### src/rtl/hi_iso14443a_miller_tx_if.sv
// hi_iso14443a_miller_tx_if: byte handshake between the ARM-side byte path and the Miller transmitter
// Signals:
//   tx_data   - frame byte, sent LSB first
//   tx_valid  - tx_data/tx_last/tx_bits/parity_en are valid
//   tx_ready  - transmitter holding register is empty
//   tx_last   - byte is the final byte of the frame
//   tx_bits   - valid bits in the final byte (0 means 8)
//   parity_en - append odd parity after a full 8-bit byte
// Modports: master drives the byte, slave is the transmitter.
interface hi_iso14443a_miller_tx_if;
    logic [7:0] tx_data;
    logic       tx_valid;
    logic       tx_ready;
    logic       tx_last;
    logic [2:0] tx_bits;
    logic       parity_en;

    modport master (output tx_data, tx_valid, tx_last, tx_bits, parity_en, input tx_ready);
    modport slave  (input tx_data, tx_valid, tx_last, tx_bits, parity_en, output tx_ready);
endinterface

### src/rtl/hi_iso14443a_miller_tx.sv
// hi_iso14443a_miller_tx: ISO14443-A reader-to-tag Modified Miller transmitter (106 kbit/s)
// Ports:
//   ck_1356meg - 13.56 MHz carrier clock; all logic runs on its falling edge
//   nreset     - asynchronous active-low reset
//   tx         - byte handshake, slave side (data, valid, ready, last, bits, parity_en)
//   mod_pause  - registered carrier pause, 1 = carrier dropped
//   busy       - frame in progress, from SOC through the end of EOC
//   underrun   - one-clock pulse when no byte is waiting at a byte boundary of an unfinished frame
module hi_iso14443a_miller_tx #(
    parameter int BIT_LEN   = 128,
    parameter int PAUSE_LEN = 32
) (
    input  logic                    ck_1356meg,
    input  logic                    nreset,
    hi_iso14443a_miller_tx_if.slave tx,
    output logic                    mod_pause,
    output logic                    busy,
    output logic                    underrun
);
    localparam int TW = $clog2(BIT_LEN);

    typedef enum logic [2:0] {IDLE, SOC, DATA, PAR, EOC0, EOC1} state_t;
    typedef enum logic [1:0] {SYM_Y, SYM_X, SYM_Z} sym_t;

    state_t        state, state_n;
    sym_t          sym, sym_n;
    logic [TW-1:0] timer, timer_n;
    logic          prev_bit, prev_n;
    logic [7:0]    sh, sh_n;
    logic [2:0]    cnt, cnt_n, cnt_end, cnt_end_n;
    logic          par_bit, par_bit_n;
    logic          par_go, par_go_n;
    logic          last, last_n;

    logic [7:0]    hold_data;
    logic [2:0]    hold_bits;
    logic          hold_last, hold_par_en, hold_full, hold_full_n, hold_wr;

    logic [7:0]    src_data;
    logic [2:0]    src_bits;
    logic          src_last, src_par_en, src_short;
    logic          accept, load, byte_end, period_end, pause_n, underrun_n;

    // Logic 1 -> X; logic 0 -> Y after a 1, Z after a 0 or SOC.
    function automatic sym_t enc(input logic b, input logic p);
        return b ? SYM_X : (p ? SYM_Y : SYM_Z);
    endfunction

    assign tx.tx_ready = ~hold_full;
    assign busy        = (state != IDLE);
    assign accept      = tx.tx_valid && !hold_full;
    // In IDLE an accepted byte bypasses the holding register straight into the shifter.
    assign hold_wr     = accept && (state != IDLE);
    assign period_end  = (int'(timer) == BIT_LEN - 1);

    // Any load takes the holding register if it is full, otherwise the bypass path.
    assign src_data    = hold_full ? hold_data   : tx.tx_data;
    assign src_bits    = hold_full ? hold_bits   : tx.tx_bits;
    assign src_last    = hold_full ? hold_last   : tx.tx_last;
    assign src_par_en  = hold_full ? hold_par_en : tx.parity_en;
    assign src_short   = src_last && (src_bits != 3'd0);

    always_comb begin
        state_n    = state;
        sym_n      = sym;
        timer_n    = (state == IDLE || period_end) ? '0 : timer + TW'(1);
        prev_n     = prev_bit;
        sh_n       = sh;
        cnt_n      = cnt;
        cnt_end_n  = cnt_end;
        par_bit_n  = par_bit;
        par_go_n   = par_go;
        last_n     = last;
        load       = 1'b0;
        byte_end   = 1'b0;
        underrun_n = 1'b0;
        case (state)
            IDLE: begin
                if (hold_full || tx.tx_valid) begin
                    state_n = SOC;
                    sym_n   = SYM_Z;
                    prev_n  = 1'b0;
                    load    = 1'b1;
                end
            end
            SOC: begin
                if (period_end) begin
                    state_n = DATA;
                    sym_n   = enc(sh[0], prev_bit);
                    prev_n  = sh[0];
                end
            end
            DATA: begin
                if (period_end) begin
                    if (cnt != cnt_end) begin
                        cnt_n  = cnt + 3'd1;
                        sh_n   = sh >> 1;
                        sym_n  = enc(sh[1], prev_bit);
                        prev_n = sh[1];
                    end else if (par_go) begin
                        state_n = PAR;
                        sym_n   = enc(par_bit, prev_bit);
                        prev_n  = par_bit;
                    end else begin
                        byte_end = 1'b1;
                    end
                end
            end
            PAR: begin
                if (period_end) byte_end = 1'b1;
            end
            EOC0: begin
                if (period_end) begin
                    state_n = EOC1;
                    sym_n   = SYM_Y;
                end
            end
            EOC1: begin
                if (period_end) state_n = IDLE;
            end
            default: state_n = IDLE;
        endcase
        if (byte_end) begin
            if (last || !hold_full) begin
                state_n    = EOC0;
                sym_n      = enc(1'b0, prev_bit);
                underrun_n = !last;
            end else begin
                state_n = DATA;
                load    = 1'b1;
                sym_n   = enc(hold_data[0], prev_bit);
                prev_n  = hold_data[0];
            end
        end
        if (load) begin
            sh_n      = src_data;
            cnt_n     = 3'd0;
            cnt_end_n = src_short ? src_bits - 3'd1 : 3'd7;
            par_bit_n = ~^src_data;
            par_go_n  = src_par_en && !src_short;
            last_n    = src_last;
        end
        // Pause is registered, so it trails the timer by one clock but keeps exact widths.
        pause_n = (state != IDLE) &&
                  ((sym == SYM_Z && int'(timer) < PAUSE_LEN) ||
                   (sym == SYM_X && int'(timer) >= BIT_LEN / 2 && int'(timer) < BIT_LEN / 2 + PAUSE_LEN));
    end

    assign hold_full_n = hold_wr || (hold_full && !load);

    always_ff @(negedge ck_1356meg or negedge nreset) begin
        if (!nreset) begin
            state       <= IDLE;
            sym         <= SYM_Y;
            timer       <= '0;
            prev_bit    <= 1'b0;
            sh          <= '0;
            cnt         <= '0;
            cnt_end     <= '0;
            par_bit     <= 1'b0;
            par_go      <= 1'b0;
            last        <= 1'b0;
            hold_data   <= '0;
            hold_bits   <= '0;
            hold_last   <= 1'b0;
            hold_par_en <= 1'b0;
            hold_full   <= 1'b0;
            mod_pause   <= 1'b0;
            underrun    <= 1'b0;
        end else begin
            state       <= state_n;
            sym         <= sym_n;
            timer       <= timer_n;
            prev_bit    <= prev_n;
            sh          <= sh_n;
            cnt         <= cnt_n;
            cnt_end     <= cnt_end_n;
            par_bit     <= par_bit_n;
            par_go      <= par_go_n;
            last        <= last_n;
            hold_full   <= hold_full_n;
            mod_pause   <= pause_n;
            underrun    <= underrun_n;
            if (hold_wr) begin
                hold_data   <= tx.tx_data;
                hold_bits   <= tx.tx_bits;
                hold_last   <= tx.tx_last;
                hold_par_en <= tx.parity_en;
            end
        end
    end
endmodule

### src/flat_wrapper.sv
// flat-port wrapper written by rule: the top's interface ports become plain ports
module hi_iso14443a_miller_tx_flat 
#(
    parameter int BIT_LEN   = 128,
    parameter int PAUSE_LEN = 32
)
  (ck_1356meg, nreset, mod_pause, busy, underrun, tx_tx_data, tx_tx_valid, tx_tx_last, tx_tx_bits, tx_parity_en, tx_tx_ready);
  hi_iso14443a_miller_tx_if tx_i ();
  input  logic ck_1356meg;
  input  logic nreset;
  output logic mod_pause;
  output logic busy;
  output logic underrun;
  input wire logic [$bits(tx_i.tx_data)-1:0] tx_tx_data;
  input wire logic [$bits(tx_i.tx_valid)-1:0] tx_tx_valid;
  input wire logic [$bits(tx_i.tx_last)-1:0] tx_tx_last;
  input wire logic [$bits(tx_i.tx_bits)-1:0] tx_tx_bits;
  input wire logic [$bits(tx_i.parity_en)-1:0] tx_parity_en;
  output wire logic [$bits(tx_i.tx_ready)-1:0] tx_tx_ready;
  assign tx_i.tx_data = tx_tx_data;
  assign tx_i.tx_valid = tx_tx_valid;
  assign tx_i.tx_last = tx_tx_last;
  assign tx_i.tx_bits = tx_tx_bits;
  assign tx_i.parity_en = tx_parity_en;
  assign tx_tx_ready = tx_i.tx_ready;
  hi_iso14443a_miller_tx #(.BIT_LEN(BIT_LEN), .PAUSE_LEN(PAUSE_LEN)) u_core (.ck_1356meg(ck_1356meg), .nreset(nreset), .tx(tx_i), .mod_pause(mod_pause), .busy(busy), .underrun(underrun));
endmodule
### config.mk
export PLATFORM = sky130hd
export DESIGN_NAME = hi_iso14443a_miller_tx_flat
export DESIGN_NICKNAME = d
export VERILOG_FILES = /design/src/rtl/hi_iso14443a_miller_tx_if.sv /design/src/rtl/hi_iso14443a_miller_tx.sv /design/src/flat_wrapper.sv
export SDC_FILE = /design/constraint.sdc
export NUM_CORES = 1
export LEC_CHECK = 0
export ABC_AREA = 1
export ABC_CLOCK_PERIOD_IN_PS = 2400
export BUFFER_PORTS_ARGS = -buffer_cell sky130_fd_sc_hd__buf_4
export CORE_ASPECT_RATIO = 0.7
export CORE_MARGIN = 8
export CORE_UTILIZATION = 35
export CTS_BUF_LIST = sky130_fd_sc_hd__clkbuf_8
export DETAILED_ROUTE_END_ITERATION = 10
export PLACE_DENSITY = 0.51
export REMOVE_ABC_BUFFERS = 1
export SYNTH_ARGS = -nofsm -noshare
export SYNTH_HDL_FRONTEND = slang
export SYNTH_SLANG_ARGS = --single-unit
### constraint.sdc
create_clock -name ck_1356meg -period 2.4 [get_ports ck_1356meg]
set_input_delay 0.36 -clock ck_1356meg [delete_from_list [all_inputs] [get_ports ck_1356meg]]
set_output_delay 0.36 -clock ck_1356meg [all_outputs]
set_load 0.005 [all_outputs]
# Word level (Yosys, flattened, before mapping)

Index checks and enable logic that the tools add are counted.

$add $sub $neg: 3
Magnitude comparators: 3
Equality and inequality tests: 18
Mux-type cells: 57
Bitwise logic cells: 1
Reductions and logical operators: 29

Operators with widths:

| kind                                                                         | count |
|---|---|
| 3-bit 2-to-1 mux                                                             | 15 |
| 8-bit 2-to-1 mux                                                             | 5 |
| 2-bit 2-to-1 mux                                                             | 13 |
| 1-bit 2-to-1 mux                                                             | 19 |
| 3-bit one-hot mux with 6 select lines                                        | 1 |
| 3-bit by 1-bit inequality test with 1-bit output, second input constant      | 5 |
| 1-bit logical AND                                                            | 9 |
| 2-bit one-hot mux with 4 select lines                                        | 1 |
| 8-bit AND reduction                                                          | 1 |
| 8-bit XNOR reduction                                                         | 1 |
| 7-bit by 1-bit adder with 7-bit output, second input constant                | 1 |
| 7-bit by 1-bit equality test with 1-bit output, second input constant        | 1 |
| 7-bit greater-or-equal comparator, second input constant                     | 1 |
| 7-bit by 6-bit less-than comparator with 1-bit output, second input constant | 1 |
| 7-bit less-than comparator, second input constant                            | 1 |
| 7-bit 2-to-1 mux                                                             | 1 |
| 3-bit by 2-bit equality test with 1-bit output, second input constant        | 2 |
| 3-bit equality test, second input constant                                   | 2 |
| 3-bit by 2-bit inequality test with 1-bit output, second input constant      | 2 |
| 6-bit AND reduction                                                          | 1 |
| 2-bit nonzero test                                                           | 3 |
| 3-bit nonzero test                                                           | 2 |
| 1-bit logical OR                                                             | 5 |
| 5-bit nonzero test                                                           | 1 |
| 14 further kinds                                                             | 17 |

Bits in registers: 46
Word-level logic and storage cells: 128

# Depth between registers and ports, before layout

Gate-level depths: netlist (run 1).

Word-level depth: 8
Depth in mapped cells: 12

==> results.sh, run 1 <==
export IMPL_run_status="complete, but fails checks"
export IMPL_violations="negative setup slack"
export IMPL_yosysSeqAreaShare_pct=42.4
export IMPL_use_met3_pct=2.62
export IMPL_synthCells=360
export IMPL_ys_types=35
export IMPL_die_w_um=121
export IMPL_io_buffers=19
export IMPL_crit_fanout=2
export IMPL_grt_setup_unrepaired="yes"
export IMPL_hpwl_um=4510
export IMPL_use_met2_pct=18.3
export IMPL_hold_violations=0
export IMPL_vias_per_cell=4.54
export IMPL_insertion_delay_ns=0.30
export IMPL_drtIter0Drc=107
export IMPL_rows=27
export IMPL_hp_class="reg -> reg"
export IMPL_clockBufferDepth=2
export IMPL_gp_congestion=0.850
export IMPL_antenna_cells=0
export IMPL_hold_buffers=0
export IMPL_numCtsBuffers=5
export IMPL_nFillCells=789
export IMPL_initial_utilization_pct=35.2
export IMPL_fp_dieH_um=89.7
export IMPL_grt_pass1_vias=2210
export IMPL_path_clk_slew_ns=0.06
export IMPL_htreeDepth=2
export IMPL_drc=0
export IMPL_drv_cap=0
export IMPL_syn_avg_cell_area_um2=7.54
export IMPL_slew_viol_final=0
export IMPL_ir_worst_vdd_mv=0.284
export IMPL_dr_pass1_iters=4
export IMPL_ant_nets=0
export IMPL_cts_root_buf="clkbuf_8"
export IMPL_end_kind="output port"
export IMPL_routed_wl_um=6060
export IMPL_top_usage_layer="met2"
export IMPL_syn_area_um2=2710
export IMPL_overflow=0
export IMPL_cts_num_sinks=46
export IMPL_vias=2304
export IMPL_core_um2=7700
export IMPL_gr_usage_met1_pct=17.3
export IMPL_p_per_area_nw_per_um2=571
export IMPL_yosys_warnings=0
export IMPL_antenna_found_initial=0
export IMPL_grt_pass1_wl_um=10500
export IMPL_required_ns=2.04
export IMPL_dp_cells=499
export IMPL_worstSetupStartpointType="flip-flop"
export IMPL_synth_seq_cells=46
export IMPL_final_nets=428
export IMPL_layout_drive_gt1_share_pct=21.4
export IMPL_crit_type="reg -> out"
export IMPL_leakage_nw=1.70
export IMPL_setup_violations=2
export IMPL_tightest_slew_ns=0.492
export IMPL_area_growth_pct=22.3
export IMPL_totalNegativeSetupSlack_ns=-0.237
export IMPL_arrival_ns=2.25
export IMPL_routedWlPerCell_um=11.9
export IMPL_grt_util_all_layers_pct=12.1
export IMPL_fin_cells=508
export IMPL_boundaryPins=20
export IMPL_dieArea_um2=10900
export IMPL_slew_headroom_pct=66.8
export IMPL_fin_ws_ns=-0.207
export IMPL_cts_tree="done"
export IMPL_finClkSkew_ns=0.00586
export IMPL_grt_start_max_net_pins=23
==> synth_stat cells, drive strengths merged <==
cell type  number  area [µm²]
clkbuf          2        7.51
inv            50         190
a21boi          1        7.51
nand3          23         145
xor2            7        61.3
clkinv          1        5.00
nand2         114         460
a21oi          15        97.6
nand4           5        31.3
o211ai          1        7.51
nor3b           1        7.51
o21ai          37         185
ha              5        62.6
nor3            1        5.00
nor2           34         159
a2111oi         1        8.76
xnor2           4        35.0
o21a            2        15.0
or2             1        6.26
buf             7        50.1
dfrtn          46        1150
nand3b          2        15.0
==> critical path: stages, from the launching register on <==
cell and delay, ns:
dfrtn_1 0.43, inv_2 0.06, nand2_4 0.08, nor2_4 0.04, inv_2 0.06, buf_6 0.09
==> routing by layer <==
layer	share of wire, %	up-vias	wire length, µm
met3	3.2	4	193
met4	0.56	0	34
met2	42	28	2550
li1	-	1220	-
met1	54	1052	3280
met5	0	-	0
==> where the power goes <==
group,internal (mW),switching [mW],leakage [nW]
clock,0.196,0.271,0.0414
combinational,0.251,0.284,1.14
sequential,0.857,0.0369,0.521
==> kinds of logic after synthesis <==
family,count (synthesis),share of synthesized area (%)
AOI/OAI and AO/OA,57,11.8
xor gates and xnor gates,11,3.55
DFF,46,42.4
adders and majority gates,5,2.31
buffers and inverters,60,9.31
and+or+nand+nor,181,30.6
==> area by class of cell <==
type,count,area (µm²),area share (%)
Clock inverter,2,11.3,0.339
Sequential cell,46,1150,34.7
Timing Repair Buffer,49,413,12.4
Clock buffer,5,68.8,2.07
Multi-Input combinational cell,254,1350,40.8
Tap cell,101,126,3.81
Inverter,51,195,5.88
==> repair_timing <==
item | 4_1_cts | 5_1_grt
resized for setup | 13 | 14
setup endpoints to repair | 7 | 7
buffers inserted | 1 | 1
pin swaps | 2 | 4
==> through the flow <==
stage	hold slack [ns]	power [mW]	cell area [µm²]	setup slack [ns]	util (%)
6_report	0.401	1.90	3320	-0.207	43.1
3_3_place_gp	0.400	1.39	3170	-0.385	41.2
5_1_grt	0.438	2.04	3320	-0.275	43.1
2_1_floorplan	0.380	1.20	2660	-0.256	-
3_5_place_dp	0.413	1.39	3170	-0.405	41.2
4_1_cts	0.406	1.88	3280	-0.216	42.6
==> worst paths after layout <==
path	start	endpoint	slack [ns]	cells past startpoint
worst max-delay path	u_core.state[2]$_DFFE_NN0P_	busy	-0.21	5
worst min-delay path	u_core.timer[0]$_DFF_NN0_	u_core.timer[0]$_DFF_NN0_	0.40	1
worst max register to register	u_core.timer[0]$_DFF_NN0_	u_core.cnt[2]$_DFFE_NN0P_	0.42	9
worst min register to register	u_core.timer[0]$_DFF_NN0_	u_core.timer[0]$_DFF_NN0_	0.40	1
max in group asynchronous	nreset	u_core.cnt_end[0]$_DFFE_NN0P_	0.97	2
min in group asynchronous	nreset	u_core.sh[1]$_DFFE_NN0P_	1.03	1
==> flip-flops by register name, indices dropped and copies added, names as in the netlist, 2 cells and up <==
name              count
u_core.sh             8
u_core.hold_bits      3
u_core.hold_data      8
u_core.cnt_end        3
u_core.timer          7
u_core.state          3
u_core.sym            2
u_core.cnt            3
==> cells in the final DEF (no fill, tap or decap), drive strengths merged <==
cell type | netlist | layout
clkbuf | 2 | 5
xor2 | 7 | 7
a2111oi | 1 | 1
nor3b | 1 | 1
a21boi | 1 | 1
clkinv | 1 | 1
xnor2 | 4 | 4
nand4 | 5 | 5
a21oi | 15 | 15
nor2 | 34 | 34
nand2 | 114 | 114
nand3 | 23 | 23
clkinvlp | 0 | 1
dfrtn | 46 | 46
ha | 5 | 5
nand3b | 2 | 2
nor3 | 1 | 1
o21a | 2 | 2
or2 | 1 | 1
o21ai | 37 | 37
buf | 7 | 49
inv | 50 | 51
o211ai | 1 | 1
Power figures use the tool's default switching activity.
==> inputs of run 2 (changes only) <==
ABC_AREA = 0   (was 1)
HOLD_SLACK_MARGIN = 0.03   (was not set)
==> results.sh, run 2 <==
export IMPL_combPwrFrac_pct=32.7
export IMPL_dominantRegCellSynth="dfrtn_1"
export IMPL_end_kind="output port"
export IMPL_initial_utilization_pct=36.1
export IMPL_tightest_slew_ns=0.510
export IMPL_io_buffers=19
export IMPL_p_per_area_nw_per_um2=762
export IMPL_vias=1928
export IMPL_power_frac_clock_pct=22.9
export IMPL_grt_pass1_wl_um=10100
export IMPL_grt_start_max_net_pins=47
export IMPL_hold_violations=0
export IMPL_leakage_nw=1.50
export IMPL_synth_edf_count=0
export IMPL_routed_wl_um=5950
export IMPL_layout_drive_gt1_share_pct=38.1
export IMPL_ant_nets=0
export IMPL_antenna_cells=0
export IMPL_synth_top_cell_area_share_pct=43.6
export IMPL_run_status="complete, but fails checks"
export IMPL_rows=26
export IMPL_setup_violations=6
export IMPL_boundaryPins=20
export IMPL_ir_worst_vdd_mv=0.327
export IMPL_drv_cap=0
export IMPL_cts_num_sinks=46
export IMPL_final_common_cell="dfrtn_1"
export IMPL_hpwl_um=4000
export IMPL_routedWlPerCell_um=15.5
export IMPL_r2r_end="u_core.cnt_end[1]$_DFFE_NN0P_"
export IMPL_synth_most_common_cell="dfrtn_1"
export IMPL_min_from="u_core.hold_bits[2]$_DFFE_NN0P_"
export IMPL_insertion_delay_ns=0.31
export IMPL_required_ns=2.04
export IMPL_ys_types=46
export IMPL_ys_top_cells_by_area="dfrtn_1 44%, mux2i_1 11%, mux2_2 5.5%"
export IMPL_cts_root_buf="clkbuf_8"
export IMPL_nFillCells=683
export IMPL_finClkSkew_ns=0.00589
export IMPL_yosys_top_cells_count="46 x dfrtn_1, 29 x mux2i_1, 18 x nor2_1"
export IMPL_cts_tree="done"
export IMPL_worstRegToRegCells=6
export IMPL_die_w_um=120
export IMPL_async_flop_share_pct=100
export IMPL_dr_pass1_iters=4
export IMPL_htreeDepth=2
export IMPL_clockBufferDepth=2
export IMPL_fin_ws_ns=-0.250
export IMPL_crit_type="reg -> out"
export IMPL_violations="negative setup slack"
export IMPL_synth_seq_cells=46
export IMPL_grt_setup_unrepaired="yes"
export IMPL_dieArea_um2=10600
export IMPL_internal_power_mw=1.78
export IMPL_gp_congestion=0.816
export IMPL_slew_headroom_pct=65.8
export IMPL_slew_viol_final=0
export IMPL_power_switching_uw=827
export IMPL_dp_cells=368
export IMPL_hp_class="reg -> reg"
export IMPL_core_um2=7320
export IMPL_fin_cells=384
export IMPL_area_growth_pct=29.5
export IMPL_synth_top_cell_by_area="dfrtn_1"
export IMPL_synthCells=234
export IMPL_worstSetupStartpointType="flip-flop"
export IMPL_antenna_found_initial=0
export IMPL_power_total_mw=2.61
export IMPL_mostFrequentLayoutCells="46 x dfrtn_1, 41 x buf_4, 23 x mux2i_1, 16 x nor2_1"
export IMPL_final_nets=306
export IMPL_crit_fanout=3
export IMPL_syn_avg_cell_area_um2=11.3
export IMPL_r2r_start="u_core.timer[0]$_DFF_NN0_"
export IMPL_largestRegisters="u_core.hold_data x8, u_core.sh x8, u_core.timer x7"
export IMPL_r2r_setup_slack_ns=0.17
export IMPL_min_path_cells=1
export IMPL_syn_area_um2=2640
export IMPL_grt_util_all_layers_pct=11.9
export IMPL_yosys_warnings=0
export IMPL_vias_per_cell=5.02
export IMPL_overflow=0
export IMPL_switching_share_pct=31.7
export IMPL_numCtsBuffers=5
export IMPL_hold_end="u_core.hold_bits[2]$_DFFE_NN0P_"
export IMPL_pwr_share_seq_pct=44.4
export IMPL_path_clk_slew_ns=0.06
export IMPL_drc=0
export IMPL_arrival_ns=2.29
export IMPL_drtIter0Drc=91
export IMPL_fp_dieH_um=88.7
export IMPL_yosysSeqAreaShare_pct=43.6
export IMPL_grt_pass1_vias=1917
## run 2: changes by cell type in the layout (fill, tap and decap cells not counted), moves of 8 or more
| cell | delta |
|---|---|
| mux2_2 | +12 |
| o21ai_0 | -20 |
| nor3_1 | +8 |
| mux2_4 | +9 |
| o21ai_1 | -9 |
| nand2_1 | -97 |
| nand3_1 | -14 |
| nor2_1 | -12 |
| mux2i_1 | +23 |
| xnor2_1 | +8 |
| inv_1 | -38 |
## run 2: timing repair
action                     in CTS  in global routing
hold buffers                    0                  0
pin swaps                       5                 11
resized for setup              24                 14
setup endpoints to repair      15                 14
setup buffers                   1                  6
hold endpoints to repair        0                  0
gates cloned                    1                  0
## run 2: area by class of cell
type / count / area (µm²) / share of cell area [%]
multi-input cells: 173 / 1560 / 45.5
flip-flops and latches: 46 / 1150 / 33.7
repair buffers: 51 / 445 / 13.0
well taps: 98 / 123 / 3.58
clock buffers: 5 / 68.8 / 2.01
clock inverters: 3 / 45.0 / 1.32
inverters: 8 / 30.0 / 0.878
## run 2: worst max-delay path by stage
stage	slack, ns	cells after the start	endpoint	startpoint
final	-0.25	3	busy	u_core.state[0]$_DFFE_NN0P_
after CTS	-0.23	3	busy	u_core.state[1]$_DFFE_NN0P_
after global routing	-0.29	3	busy	u_core.state[0]$_DFFE_NN0P_
after detailed placement	-0.52	6	u_core.cnt_end[0]$_DFFE_NN0P_	tx_tx_bits[1]
after floorplan	-0.39	5	u_core.cnt_end[0]$_DFFE_NN0P_	tx_tx_bits[1]
after global placement	-0.49	6	u_core.cnt_end[0]$_DFFE_NN0P_	tx_tx_bits[1]
## run 2: metal layers
metal	global-route usage, %	vias to the layer above	part of all wire [%]
li1	-	950	-
met1	17.3	922	53
met2	17.1	49	42
met3	2.80	7	4.4
met4	3.27	0	0.86
met5	0	-	0
## run 2: cells by family (layout without fill, tap and decap cells)
| group | count (synthesis) | after routing | share of synthesized area [%] |
|---|---|---|---|
| adder cells (fa/ha/maj) | 5 | 5 | 2.37 |
| AND/OR/NAND/NOR | 68 | 68 | 14.1 |
| multiplexers | 50 | 50 | 21.1 |
| XOR/XNOR | 20 | 20 | 6.63 |
| AO/OA/AOI/OAI | 29 | 30 | 8.24 |
| flip-flops | 46 | 46 | 43.6 |
| buffers and inverters | 16 | 67 | 4.02 |
## run 2: worst max-delay path, stage by stage (launching register included)
cell and delay, ns:
dfrtn_1 0.39, nor3_4 0.22, inv_2 0.07, buf_6 0.11
## run 2: through the flow
step	setup slack (ns)	util, %	TNS, ns	instance area (µm²)	hold WS (ns)
finish	-0.250	46.7	-0.429	3420	0.453
global route	-0.294	46.7	-0.712	3420	0.469
CTS	-0.229	45.0	-0.418	3290	0.457
detailed placement	-0.519	41.6	-8.74	3040	0.455
global placement	-0.490	41.6	-8.58	3040	0.450
floorplan	-0.385	-	-6.06	2570	0.441
## run 2: power by group through the flow
stage	Combinational (mW)	Clock [mW]	Sequential (mW)
final	0.853	0.597	1.16
after global routing	0.940	0.647	1.19
after CTS	0.798	0.615	1.15
after detailed placement	0.748	0	1.16
after global placement	0.740	0	1.15
after floorplan	0.537	0	1.12
==> inputs of run 3 (changes only) <==
CELL_PAD_IN_SITES_DETAIL_PLACEMENT = 1   (was not set)
CELL_PAD_IN_SITES_GLOBAL_PLACEMENT = 1   (was not set)
PLACE_DENSITY = 0.61   (was 0.51)
==> results.sh, run 3 (synthesis results as in run 2) <==
export IMPL_dieArea_um2=10600
export IMPL_ir_worst_vdd_mv=0.348
export IMPL_fp_dieH_um=88.7
export IMPL_dr_pass1_iters=4
export IMPL_vias_per_cell=5.07
export IMPL_rows=26
export IMPL_final_common_cell="dfrtn_1"
export IMPL_dpl_worst_slack_ns=-0.574
export IMPL_slew_viol_final=0
export IMPL_finClkSkew_ns=0.00455
export IMPL_r2r_end="u_core.cnt_end[0]$_DFFE_NN0P_"
export IMPL_crit_path_start="u_core.state[1]$_DFFE_NN0P_"
export IMPL_htreeDepth=2
export IMPL_gp_congestion=0.781
export IMPL_grt_start_max_net_pins=18
export IMPL_grt_pass1_vias=2113
export IMPL_violations="negative setup slack"
export IMPL_initial_utilization_pct=36.1
export IMPL_hold_buffers=0
export IMPL_required_ns=2.04
export IMPL_insertion_delay_ns=0.30
export IMPL_die_w_um=120
export IMPL_leakage_nw=1.55
export IMPL_io_buffers=19
export IMPL_p_per_area_nw_per_um2=758
export IMPL_drtIter0Drc=56
export IMPL_vias=1978
export IMPL_crit_type="reg -> out"
export IMPL_antenna_found_initial=0
export IMPL_cts_num_sinks=46
export IMPL_cts_tree="done"
export IMPL_numCtsBuffers=5
export IMPL_mostFrequentLayoutCells="46 x dfrtn_1, 43 x buf_4, 23 x mux2i_1, 15 x nor2_1, 12 x nand2_1"
export IMPL_antenna_cells=0
export IMPL_endpoint="busy"
export IMPL_layout_drive_gt1_share_pct=40.8
export IMPL_worstSetupStartpointType="flip-flop"
export IMPL_cts_root_buf="clkbuf_8"
export IMPL_r2r_start="u_core.hold_full$_DFF_NN0_"
export IMPL_final_nets=312
export IMPL_run_status="complete, but fails checks"
export IMPL_slew_headroom_pct=67.7
export IMPL_setup_violations=6
export IMPL_largestRegisters="u_core.hold_data x8, u_core.sh x8, u_core.timer x7"
export IMPL_routed_wl_um=6720
export IMPL_fin_ws_ns=-0.289
export IMPL_grt_pass1_wl_um=11400
export IMPL_hpwl_um=4730
export IMPL_overflow=0
export IMPL_r2r_setup_slack_ns=0.10
export IMPL_ant_nets=0
export IMPL_path_clk_slew_ns=0.06
export IMPL_hold_violations=0
export IMPL_drv_cap=0
export IMPL_drc=0
export IMPL_tightest_slew_ns=0.478
export IMPL_arrival_ns=2.33
export IMPL_end_kind="output port"
export IMPL_grt_setup_unrepaired="yes"
export IMPL_crit_fanout=3
export IMPL_core_um2=7320
export IMPL_routedWlPerCell_um=17.2
export IMPL_hp_class="reg -> reg"
export IMPL_area_growth_pct=31.5
export IMPL_clockBufferDepth=2
export IMPL_grt_util_all_layers_pct=13.3
export IMPL_worstRegToRegCells=8
export IMPL_boundaryPins=20
export IMPL_whs_ns=0.462
-- run 3: changes by cell type in the layout (fill, tap and decap cells not counted), moves of 2 or more --
cell | previous run | this run
buf_4 | 41 | 43
mux2i_2 | 0 | 2
buf_6 | 6 | 9
clkinvlp_4 | 2 | 0
mux2i_4 | 6 | 4
clkinv_2 | 0 | 2
-- run 3: area by class of cell --
| class | instances | area, µm² |
|---|---|---|
| Clock buffer | 5 | 68.8 |
| Clock inverter | 3 | 40.0 |
| Fill cell | 796 | 3840 |
| Inverter | 8 | 30.0 |
| Multi-Input combinational cell | 172 | 1530 |
| Sequential cell | 46 | 1150 |
| Tap cell | 98 | 123 |
| Timing Repair Buffer | 58 | 529 |
-- run 3: per-layer routing --
metal	GRT usage, %	share of wire (%)
met3	2.49	2.0
met2	20.2	44
met4	2.37	0.49
met5	0	0
met1	19.4	53
-- run 3: metrics by stage --
step	power [mW]	util, %	area (µm²)	setup TNS, ns	instances
final	2.64	47.5	3480	-0.553	390
after global routing	2.80	47.5	3480	-0.965	390
after CTS	2.59	46.0	3370	-0.900	386
after detailed placement	1.94	41.8	3060	-10.12	368
after global placement	1.91	41.8	3060	-9.06	368
after floorplan	1.66	-	2570	-6.06	226
-- run 3: what timing repair did --
item	4_1_cts	5_1_grt
buffers inserted	10	4
pin swaps	8	10
setup endpoints to repair	16	21
resized for setup	32	14
-- run 3: how the worst min path moves through the flow --
stage                                               start                              end  depth (start not counted)
after global placement    u_core.hold_bits[2]$_DFFE_NN0P_  u_core.hold_bits[2]$_DFFE_NN0P_                          1
after detailed placement  u_core.hold_data[3]$_DFFE_NN0P_  u_core.hold_data[3]$_DFFE_NN0P_                          1
after CTS                 u_core.hold_bits[2]$_DFFE_NN0P_  u_core.hold_bits[2]$_DFFE_NN0P_                          1
final                        u_core.hold_last$_DFFE_NN0P_     u_core.hold_last$_DFFE_NN0P_                          1
after floorplan           u_core.hold_bits[2]$_DFFE_NN0P_  u_core.hold_bits[2]$_DFFE_NN0P_                          1
after global routing         u_core.hold_last$_DFFE_NN0P_     u_core.hold_last$_DFFE_NN0P_                          1
-- run 3: power breakdown --
part           total, mW  internal, mW  switching [mW]  leakage (nW)
clock network      0.579         0.307           0.272        0.0579
registers           1.16         0.982           0.181         0.560
logic              0.894         0.505           0.389         0.936
total               2.64          1.79           0.841          1.55
-- run 3: critical path, cell delays in order, from the launching register on --
cell     delay, ns
dfrtn_1       0.37
nor3_4        0.26
inv_2         0.08
buf_6         0.12
